==> src/rtl/vending_machine_gen2_if.sv <==
// Front-end / actuator bundle for the vending controller.
// The controller takes the slave side; the keypad, coin acceptor and actuators take the master side.
interface vending_machine_gen2_if #(
  parameter int PW      = 3,
  parameter int CW      = 3,
  parameter int MONEY_W = 16
);
  logic [PW-1:0]      i_product_code;
  logic               i_product_strobe;
  logic [CW-1:0]      i_currency_code;
  logic               i_currency_strobe;
  logic               i_cancel;
  logic               o_busy;
  logic               o_ready_to_receive;
  logic [MONEY_W-1:0] o_credit;
  logic [PW-1:0]      o_product;
  logic [CW-1:0]      o_change;
  logic               o_change_strobe;
  logic               o_no_change;
  logic               o_give_strobe;
  logic               o_sold_out;

  modport master (
    output i_product_code, i_product_strobe, i_currency_code, i_currency_strobe, i_cancel,
    input  o_busy, o_ready_to_receive, o_credit, o_product, o_change,
           o_change_strobe, o_no_change, o_give_strobe, o_sold_out
  );

  modport slave (
    input  i_product_code, i_product_strobe, i_currency_code, i_currency_strobe, i_cancel,
    output o_busy, o_ready_to_receive, o_credit, o_product, o_change,
           o_change_strobe, o_no_change, o_give_strobe, o_sold_out
  );
endinterface

==> src/rtl/vending_machine_gen2.sv <==
// Vending controller: per-product stock, per-denomination coin inventory, and greedy
// change paid out one coin per cycle, with cancel/refund and sold-out rejection.
module vending_machine_gen2 #(
  parameter int N_PRODUCTS    = 8,
  parameter int N_COINS       = 8,
  parameter int MONEY_W       = 16,
  parameter int COUNT_W       = 8,
  parameter int INIT_COIN_CNT = 100,
  parameter int INIT_STOCK    = 10,
  parameter logic [N_COINS*MONEY_W-1:0] COIN_TABLE = {
    MONEY_W'(500), MONEY_W'(200), MONEY_W'(100), MONEY_W'(50),
    MONEY_W'(25),  MONEY_W'(10),  MONEY_W'(5),   MONEY_W'(1)},
  parameter logic [N_PRODUCTS*MONEY_W-1:0] PRICE_TABLE = {
    MONEY_W'(450), MONEY_W'(400), MONEY_W'(350), MONEY_W'(300),
    MONEY_W'(250), MONEY_W'(200), MONEY_W'(150), MONEY_W'(100)},
  localparam int PW = $clog2(N_PRODUCTS),
  localparam int CW = $clog2(N_COINS)
) (
  input  logic                   clk,
  input  logic                   i_rst_n,
  vending_machine_gen2_if.slave  bus
);

  typedef enum logic [2:0] {
    S_IDLE, S_COLLECT, S_EVAL, S_CHANGE, S_VEND, S_DONE
  } state_t;

  state_t             r_state;
  logic [COUNT_W-1:0] r_stock [N_PRODUCTS];
  logic [COUNT_W-1:0] r_inv   [N_COINS];
  logic [MONEY_W-1:0] r_credit;
  logic [MONEY_W-1:0] r_remaining;
  logic               r_refund;
  logic               r_busy;
  logic               r_ready;
  logic [PW-1:0]      r_product;
  logic [CW-1:0]      r_change;
  logic               r_change_strobe;
  logic               r_no_change;
  logic               r_give;
  logic               r_sold_out;

  logic               w_prod_ok;
  logic               w_coin_ok;
  logic [MONEY_W-1:0] w_coin_val;
  logic [MONEY_W:0]   w_credit_sum;
  logic [MONEY_W-1:0] w_credit_add;
  logic [MONEY_W-1:0] w_price;
  logic               w_pick_found;
  logic [CW-1:0]      w_pick_idx;
  logic [MONEY_W-1:0] w_pick_val;

  assign w_prod_ok    = ({1'b0, bus.i_product_code}  < (PW+1)'(N_PRODUCTS));
  assign w_coin_ok    = bus.i_currency_strobe &&
                        ({1'b0, bus.i_currency_code} < (CW+1)'(N_COINS));
  assign w_coin_val   = COIN_TABLE[bus.i_currency_code*MONEY_W +: MONEY_W];
  assign w_credit_sum = {1'b0, r_credit} + {1'b0, w_coin_val};
  // Credit pins at full scale instead of wrapping past it.
  assign w_credit_add = w_credit_sum[MONEY_W] ? '1 : w_credit_sum[MONEY_W-1:0];
  assign w_price      = PRICE_TABLE[r_product*MONEY_W +: MONEY_W];
  assign w_pick_val   = COIN_TABLE[w_pick_idx*MONEY_W +: MONEY_W];

  // Greedy pick: the scan runs upward so the largest usable denomination wins.
  always_comb begin
    // NOTE: defaults before the loop keep every path assigned, so no latch is inferred.
    w_pick_found = 1'b0;
    w_pick_idx   = '0;
    for (int i = 0; i < N_COINS; i++) begin
      if (COIN_TABLE[i*MONEY_W +: MONEY_W] <= r_remaining && r_inv[i] != '0) begin
        w_pick_found = 1'b1;
        w_pick_idx   = CW'(i);
      end
    end
  end

  always_ff @(posedge clk) begin
    if (!i_rst_n) begin
      r_state         <= S_IDLE;
      r_credit        <= '0;
      r_remaining     <= '0;
      r_refund        <= 1'b0;
      r_busy          <= 1'b0;
      r_ready         <= 1'b0;
      r_product       <= '0;
      r_change        <= '0;
      r_change_strobe <= 1'b0;
      r_no_change     <= 1'b0;
      r_give          <= 1'b0;
      r_sold_out      <= 1'b0;
      // NOTE: the counter arrays are machine state, not scratch storage, so reset must restore them.
      for (int i = 0; i < N_PRODUCTS; i++) r_stock[i] <= COUNT_W'(INIT_STOCK);
      for (int i = 0; i < N_COINS; i++)    r_inv[i]   <= COUNT_W'(INIT_COIN_CNT);
    end else begin
      // NOTE: non-blocking defaults; a later assignment in the case below wins for this cycle.
      r_change_strobe <= 1'b0;
      r_no_change     <= 1'b0;
      r_give          <= 1'b0;
      r_sold_out      <= 1'b0;

      unique case (r_state)
        S_IDLE: begin
          r_credit <= '0;
          if (bus.i_product_strobe && w_prod_ok) begin
            if (r_stock[bus.i_product_code] != '0) begin
              r_product <= bus.i_product_code;
              r_busy    <= 1'b1;
              r_ready   <= 1'b1;
              r_state   <= S_COLLECT;
            end else begin
              r_sold_out <= 1'b1;
            end
          end
        end

        S_COLLECT: begin
          if (w_coin_ok) begin
            r_credit <= w_credit_add;
            if (r_inv[bus.i_currency_code] != '1)
              r_inv[bus.i_currency_code] <= r_inv[bus.i_currency_code] + COUNT_W'(1);
          end
          // A coin landing with cancel is banked first, then refunded with the rest.
          if (bus.i_cancel) begin
            r_refund    <= 1'b1;
            r_remaining <= w_coin_ok ? w_credit_add : r_credit;
            r_ready     <= 1'b0;
            r_state     <= S_CHANGE;
          end else if (w_coin_ok) begin
            r_ready <= 1'b0;
            r_state <= S_EVAL;
          end
        end

        S_EVAL: begin
          if (r_credit >= w_price) begin
            r_remaining <= r_credit - w_price;
            r_refund    <= 1'b0;
            r_state     <= S_CHANGE;
          end else begin
            r_ready <= 1'b1;
            r_state <= S_COLLECT;
          end
        end

        S_CHANGE: begin
          if (r_remaining == '0) begin
            r_state <= r_refund ? S_DONE : S_VEND;
          end else if (w_pick_found) begin
            r_change              <= w_pick_idx;
            r_change_strobe       <= 1'b1;
            r_inv[w_pick_idx]     <= r_inv[w_pick_idx] - COUNT_W'(1);
            r_remaining           <= r_remaining - w_pick_val;
          end else begin
            // Shortfall is forfeited; the customer still gets the product on a sale.
            r_no_change <= 1'b1;
            r_remaining <= '0;
            r_state     <= r_refund ? S_DONE : S_VEND;
          end
        end

        S_VEND: begin
          r_give <= 1'b1;
          if (r_stock[r_product] != '0)
            r_stock[r_product] <= r_stock[r_product] - COUNT_W'(1);
          r_state <= S_DONE;
        end

        S_DONE: begin
          r_busy   <= 1'b0;
          r_credit <= '0;
          r_refund <= 1'b0;
          r_state  <= S_IDLE;
        end

        default: r_state <= S_IDLE;
      endcase
    end
  end

  assign bus.o_busy             = r_busy;
  assign bus.o_ready_to_receive = r_ready;
  assign bus.o_credit           = r_credit;
  assign bus.o_product          = r_product;
  assign bus.o_change           = r_change;
  assign bus.o_change_strobe    = r_change_strobe;
  assign bus.o_no_change        = r_no_change;
  assign bus.o_give_strobe      = r_give;
  assign bus.o_sold_out         = r_sold_out;

endmodule

==> src/flat_wrapper.sv <==
// flat-port wrapper written by rule: the top's interface ports become plain ports
module vending_machine_gen2_flat 
#(
  parameter int N_PRODUCTS    = 8,
  parameter int N_COINS       = 8,
  parameter int MONEY_W       = 16,
  parameter int COUNT_W       = 8,
  parameter int INIT_COIN_CNT = 100,
  parameter int INIT_STOCK    = 10,
  parameter logic [N_COINS*MONEY_W-1:0] COIN_TABLE = {
    MONEY_W'(500), MONEY_W'(200), MONEY_W'(100), MONEY_W'(50),
    MONEY_W'(25),  MONEY_W'(10),  MONEY_W'(5),   MONEY_W'(1)},
  parameter logic [N_PRODUCTS*MONEY_W-1:0] PRICE_TABLE = {
    MONEY_W'(450), MONEY_W'(400), MONEY_W'(350), MONEY_W'(300),
    MONEY_W'(250), MONEY_W'(200), MONEY_W'(150), MONEY_W'(100)},
  localparam int PW = $clog2(N_PRODUCTS),
  localparam int CW = $clog2(N_COINS)
)
  (clk, i_rst_n, bus_i_product_code, bus_i_product_strobe, bus_i_currency_code, bus_i_currency_strobe, bus_i_cancel, bus_o_busy, bus_o_ready_to_receive, bus_o_credit, bus_o_product, bus_o_change, bus_o_change_strobe, bus_o_no_change, bus_o_give_strobe, bus_o_sold_out);
  vending_machine_gen2_if #(.PW(3), .CW(3), .MONEY_W(MONEY_W)) bus_i ();
  input  logic clk;
  input  logic i_rst_n;
  input wire logic [$bits(bus_i.i_product_code)-1:0] bus_i_product_code;
  input wire logic [$bits(bus_i.i_product_strobe)-1:0] bus_i_product_strobe;
  input wire logic [$bits(bus_i.i_currency_code)-1:0] bus_i_currency_code;
  input wire logic [$bits(bus_i.i_currency_strobe)-1:0] bus_i_currency_strobe;
  input wire logic [$bits(bus_i.i_cancel)-1:0] bus_i_cancel;
  output wire logic [$bits(bus_i.o_busy)-1:0] bus_o_busy;
  output wire logic [$bits(bus_i.o_ready_to_receive)-1:0] bus_o_ready_to_receive;
  output wire logic [$bits(bus_i.o_credit)-1:0] bus_o_credit;
  output wire logic [$bits(bus_i.o_product)-1:0] bus_o_product;
  output wire logic [$bits(bus_i.o_change)-1:0] bus_o_change;
  output wire logic [$bits(bus_i.o_change_strobe)-1:0] bus_o_change_strobe;
  output wire logic [$bits(bus_i.o_no_change)-1:0] bus_o_no_change;
  output wire logic [$bits(bus_i.o_give_strobe)-1:0] bus_o_give_strobe;
  output wire logic [$bits(bus_i.o_sold_out)-1:0] bus_o_sold_out;
  assign bus_i.i_product_code = bus_i_product_code;
  assign bus_i.i_product_strobe = bus_i_product_strobe;
  assign bus_i.i_currency_code = bus_i_currency_code;
  assign bus_i.i_currency_strobe = bus_i_currency_strobe;
  assign bus_i.i_cancel = bus_i_cancel;
  assign bus_o_busy = bus_i.o_busy;
  assign bus_o_ready_to_receive = bus_i.o_ready_to_receive;
  assign bus_o_credit = bus_i.o_credit;
  assign bus_o_product = bus_i.o_product;
  assign bus_o_change = bus_i.o_change;
  assign bus_o_change_strobe = bus_i.o_change_strobe;
  assign bus_o_no_change = bus_i.o_no_change;
  assign bus_o_give_strobe = bus_i.o_give_strobe;
  assign bus_o_sold_out = bus_i.o_sold_out;
  vending_machine_gen2 #(.N_PRODUCTS(N_PRODUCTS), .N_COINS(N_COINS), .MONEY_W(MONEY_W), .COUNT_W(COUNT_W), .INIT_COIN_CNT(INIT_COIN_CNT), .INIT_STOCK(INIT_STOCK), .COIN_TABLE(COIN_TABLE), .PRICE_TABLE(PRICE_TABLE)) u_core (.clk(clk), .i_rst_n(i_rst_n), .bus(bus_i));
endmodule
==> config.mk <==
export PLATFORM = sky130hd
export DESIGN_NAME = vending_machine_gen2_flat
export DESIGN_NICKNAME = d
export VERILOG_FILES = /design/src/rtl/vending_machine_gen2_if.sv /design/src/rtl/vending_machine_gen2.sv /design/src/flat_wrapper.sv
export SDC_FILE = /design/constraint.sdc
export NUM_CORES = 1
export LEC_CHECK = 0
export BUFFER_PORTS_ARGS = -buffer_cell sky130_fd_sc_hd__buf_2
export CORE_MARGIN = 3
export CORE_UTILIZATION = 55
export DETAILED_ROUTE_END_ITERATION = 10
export GPL_TIMING_DRIVEN = 0
export PLACE_DENSITY = 0.74
export SLEW_MARGIN = 5
export SYNTH_ARGS = -nofsm -noshare
export SYNTH_HDL_FRONTEND = slang
export SYNTH_SLANG_ARGS = --single-unit
==> constraint.sdc <==
create_clock -name clk -period 5.55 [get_ports clk]
set_clock_uncertainty 0.2 [all_clocks]
set_input_delay 0.555 -clock clk [delete_from_list [all_inputs] [get_ports clk]]
set_output_delay 0.555 -clock clk [all_outputs]
set_load 0.01 [all_outputs]
# == Word-level counts from Yosys, hierarchy flattened ==
# Memory sizes are Yosys's and may differ from the RTL's. A register that Yosys moved wholly into a read port is not among the register bits.
# Index checks and enable logic that the tools add are counted.
# W data, S select, Z words.
# op_classes
addsub,6
magnitude_cmp,9
eq_ne,14
n_shift,3
mux,71
bitwise_logic,3
reduce_logical,38
# ops
op,count
$shiftx A128 B8 Y16 const A,3
$mux W16,6
$reduce_bool A8 Y1,10
$pmux W16 S3,1
$mux W3,15
$mux W1,38
$pmux W16 S2,1
$sub A16 B16 Y16,2
$mux W8,3
$reduce_or A8 Y1,3
$add A16 B16 Y17,1
$ge A16 B16 Y1,1
$le A1 B16 Y1 const A,1
$le A3 B16 Y1 const A,1
$le A4 B16 Y1 const A,1
$le A5 B16 Y1 const A,1
$le A6 B16 Y1 const A,1
$le A7 B16 Y1 const A,1
$le A8 B16 Y1 const A,1
$le A9 B16 Y1 const A,1
$logic_not A16 Y1,1
$sub A8 B1 Y8 const B,2
$pmux W3 S5,1
$reduce_and A3 Y1,5
20 further kinds,43
# totals
ff_bits,48
ram_bits,128
in_bits,11
output_inout_bits,28
wordCells,158
n_memories,2
# memory_table
name,depth,word_bits,read_ports,rd_clocked_by_memory_dff,write_ports,line,rtl
u_core.r_inv,8,8,10,0,8,vending_machine_gen2.sv:30,logic [COUNT_W-1:0] r_inv [N_COINS];
u_core.r_stock,8,8,2,1,8,vending_machine_gen2.sv:29,logic [COUNT_W-1:0] r_stock [N_PRODUCTS];

# == Longest topological paths before layout ==
# An unclocked memory read counts as a cell.
# depth
word_depth,18
ltp_mapped,22
mapped_depth_nobuf,21

# == Least setup slack after synthesis ==
# Ideal clock, no wire load.
# synth_path
kind,reg2reg
startpoint,mem u_core.r_inv[2][1]
endpoint,reg u_core.r_remaining[12]
setup_ps,116
arrival_time_ps,4582
required_time_ps,5234
path_slack_ps,652
path_stages_with_launch,22
path_buffers,1
synth_period_minus_slack_ps,4898
cell_sequence,edfxtp_1 -> nor4_1 -> nand4_1 -> a221o_1 -> buf_2 -> a21oi_1 -> inv_1 -> ha_1 -> nor2_1 -> ha_1 -> inv_1 -> fa_1 -> a21o_1 -> a21oi_1 -> o21ai_0 -> a21o_1 -> a21o_1 -> a21oi_1 -> nor2b_1 -> xnor2_1 -> o221ai_1 -> a41o_1
# synth_lines
item,line,rtl
start: declaration,vending_machine_gen2.sv:30,
end signal: assignment,vending_machine_gen2.sv:124,r_remaining <= w_coin_ok ? w_credit_add : r_credit;
end signal: assignment,vending_machine_gen2.sv:135,r_remaining <= r_credit - w_price;
end signal: assignment,vending_machine_gen2.sv:151,r_remaining <= r_remaining - w_pick_val;
end: declaration,vending_machine_gen2.sv:32,logic [MONEY_W-1:0] r_remaining;

==> impl_results.md <==
- CP most frequent cell: a21o_1
- Share of total power in the clock network: 30.2%
- Clock edge transition at the registers on the reported setup and hold paths: 0.09 ns
- Maximum level of the CTS H-tree: 4
- Post-synthesis async set-or-reset flop share: 0%
- Per-instance average area after synthesis: 9.671 sq um
- Area after detailed placement: 12200 sq um
- Highest cell delay on the worst timing path: 0.70 ns
- Most used routing layer in global routing: met2
- Multiplexer share of the synthesized area: 9.197%
- FP Rows: 52
- End of the worst hold path: u_core.bus.o_product[1]
- Time the worst path needs with I/O delays and setup: 5.314 ns
- Total Wirelength: 35550 um
- Final RePlAce weighted congestion: 1.038
- Number of maximum-capacitance violations: 0
- Compound-Gate Fraction of Synth Area: 16.80%
- Deepest clock path buffer count: 2
- Clock tree from TritonCTS: built
- Pin count of the biggest net entering global routing: 24
- Number of remaining DRC errors: 0
- Cells on Worst Hold Path: 3
- Height of the die: 151.7 um
- Data required time at the worst endpoint: 5.69 ns
- Synthesized-area fraction occupied by xor and xnor cells: 2.926%
- Drt pass-1 iters: 7
- Die area: 23010 sq um
- Iteration-0 DRC count of the detailed router: 1460
- Hold Crit Class: in2reg
- Post-Synthesis Cells: 1207
- Most used cells in the layout excluding fill and tap cells: 162 x nor2_1, 128 x edfxtp_1, 124 x nand2_1, 66 x a21oi_1, 56 x nand3_1
- Setup repair after global routing missed its margin: no
- Netlist area before placement: 11670 sq um
- Cts bufs inserted: 17
- Post-route setup TNS: 0 ns
- Met1 Resource Use GR: 43.12%
- Most common cell after layout, fill and taps aside: nor2_1
- Cell type of the slowest stage on the worst timing path: nor4_1
- Number of nets in the synthesized netlist: 1270
- Share of layout cells above drive strength 1: 14.47%
- Net Sw Frac: 38.76%
- Psw: 1684 uW
- Top Ports: 39
- Number of vias in the routed layout: 10460
- Clock Root Buffer: clkbuf_16
- ANT cells: 0
- Post-synthesis simple-gate area fraction: 20.05%
- Aggregate global routing overflow: 0
- Reg2reg end: u_core.r_remaining[12]
- Top_reg_cell synth: edfxtp_1
- Chip Width: 151.7 um
- Quantity of hold-fixing buffers added after cts: 0
- Wire length of the first global-routing pass: 54650 um
- Fill cell total of the finished layout: 1696
- Detailed placer's ending HPWL: 26560 um
- Final net count: 1335
- Sink Count: 179
- Per-cell routed wire length: 22.86 um
- Static Leak: 0.004667 uW
- Timing-limited maximum frequency: 188.2 MHz
- Vias in the first global route: 9854
- Final setup violation count: 0
- Average via count per standard cell: 6.729
- EDFF count, synth: 128
- Warnings, synthesis: 0
- Synthesis-stage register bit count: 179
- Summed area of non-filler cells in the final layout: 13040 sq um
- RR Startpoint: u_core.r_inv[5][5]
- Adder-cell share of the synthesized area: 5.703%
- Data arrival time of the critical path: 5.45 ns
- Share of the yosys chip area belonging to registers: 41.68%
- Final period util: 95.75%
- Run status: finished clean
- Maximum vdd ir drop: 0.0002574 V
- Initial antenna violation count: 0
- Yosys cell types: 94
- Overall track demand over capacity in global routing: 31.14%
- Actual slew at the worst max-slew pin: 1.209 ns
- Global-route track usage on met2: 48.87%
- Combinational Power Share: 34.9%
- CP cell instances: nor4_1 > a22o_2 > nand4_2 > buf_2 > clkbuf_1 > nor2_2 > ha_1 > inv_1 > fa_1 > a21o_1 > a21oi_1 > o21ai_1 > a21o_1 > a21o_1 > a21oi_1 > nor2b_1 > xnor2_1 > o221ai_1 > a41o_1
- Latest clock arrival within the worst-skew pair: 0.44 ns
- Setup Crit Path Kind: reg2reg
- Critical Path Source Type: flop
- FF-to-FF setup slack: 0.24 ns
- Area growth syn-to-layout: 11.73%
- Total power density per cell area: 333.2 nW/um^2
- Placeable core region: 20560 sq um
- Pint: 2661 uW
- Max-slew violation count: 0
- Max transition margin: 19.39%
- Initial standard-cell utilization of the core: 56.77%
- Global routing usage on met3: 7.317%
- Depth of the worst register-to-register path: 19
- HP Start: bus_i_product_code[1]
- Fraction of power consumed by sequential logic: 35.0%
- Critical Path Sink Type: flop
- Dominant combinational cell family by area after synthesis: simple AND/OR/NAND/NOR gates
- Count of final hold-check violations: 0
- Number of buffers added on ports: 36
- Largest driver fanout on the critical path: 10
- Number of antenna-violating nets in the routed design: 0
## sequential cells by signal, indices dropped and copies added, names as in the netlist, 3 cells and up, named ones only
register	count
u_core.r_inv	64
u_core.r_stock	64
u_core.bus.o_credit	16
u_core.r_remaining	16
u_core.bus.o_change	3
u_core.bus.o_product	3
u_core.r_state	3
## per-stage QoR
step	hold WS [ns]	std cells	util (%)	setup slack, ns	total power (uW)
final	0.2331	1555	63.43	0.2360	4345
after CTS	0.2144	1545	62.64	0.03520	4269
after detailed placement	0.2900	1513	59.32	-0.4492	2962
after global placement	0.2872	1513	59.29	-0.3956	2948
after global routing	0.2325	1555	63.43	0.0001328	4511
after floorplan	0.2683	1207	-	0.6521	2577
## power by group through the flow
stage          sequential, uW  clock, uW  combinational, uW
2_1_floorplan            1530          0               1050
3_3_place_gp             1540          0               1400
3_5_place_dp             1550          0               1420
4_1_cts                  1510       1310               1440
5_1_grt                  1520       1370               1620
6_report                 1520       1310               1510
## cell type report
cell class	count	area (sq um)	area share, %
flip-flops and latches	179	4865	37.30
inverters	44	165.2	1.266
multi-input cells	920	6509	49.91
clock inverters	15	222.7	1.708
plain buffers	64	261.5	2.005
well taps	270	337.8	2.590
repair buffers	46	255.2	1.957
clock buffers	17	425.4	3.262
## synth_stat cells (all sizes together), types with 9 or more instances
cell,instances,area [sq um]
a21o,9,67.56
ha,50,625.6
a21oi,68,351.6
nor3,25,130.1
mux2i,19,206.4
dfxtp,51,1021
o21ai,47,250.2
nand4,10,81.33
nand3,57,290.3
a22oi,10,90.09
buf,13,70.06
edfxtp,128,3844
xnor2,30,262.8
o21a,13,98.85
a31oi,12,90.09
nor2b,12,75.07
o211ai,12,90.09
nand2,126,473.0
nor2,163,611.8
o22ai,11,68.82
or3,11,68.82
and3,12,75.07
mux4,33,743.2
xor2,9,78.83
inv,43,161.4
mux2,11,123.9
nor4,36,255.2
and2,9,56.31
o221ai,10,93.84
clkbuf,51,191.4
## what timing repair did
action / CTS / global route
setup buffers: 0 / 10
endpoints found under the setup margin: 6 / 5
pin swaps: 0 / 5
gates resized for setup: 5 / 19
## cells by family (layout without fill, tap and decap cells)
logic type | Yosys count | after routing
xor+xnor | 39 | 39
compound gates | 275 | 275
simple gates | 491 | 491
fa+ha+maj | 52 | 52
mux | 63 | 63
buf+inv | 108 | 186
flops | 179 | 179
## per-layer routing
layer,up-vias,routed length (um)
met5,-,0
met2,686,16000
met4,0,1294
met3,117,4182
li1,4677,-
met1,4983,14070
## worst max path at each step
stage | startpoint | to | slack (ns) | depth (start not counted)
6_report | u_core.r_inv[5][5] | u_core.r_remaining[12] | 0.24 | 19
5_1_grt | u_core.r_inv[6][1] | u_core.r_remaining[12] | 0.0001 | 23
4_1_cts | u_core.r_remaining[11] | u_core.r_remaining[12] | 0.04 | 21
3_5_place_dp | u_core.r_remaining[11] | u_core.r_remaining[12] | -0.45 | 21
3_3_place_gp | u_core.r_remaining[11] | u_core.r_remaining[12] | -0.40 | 21
2_1_floorplan | u_core.r_inv[2][1] | u_core.r_remaining[12] | 0.65 | 21
## worst max-delay path: cells and delay by family, from the launching register on
kind	cells	cell delay [ns]
buf+inv	3	0.60
simple gates	4	1.33
xor+xnor	1	0.13
fa+ha+maj	2	0.57
compound gates	9	1.90
flops	1	0.47
No activity file was read; power rests on OpenSTA's default activity.
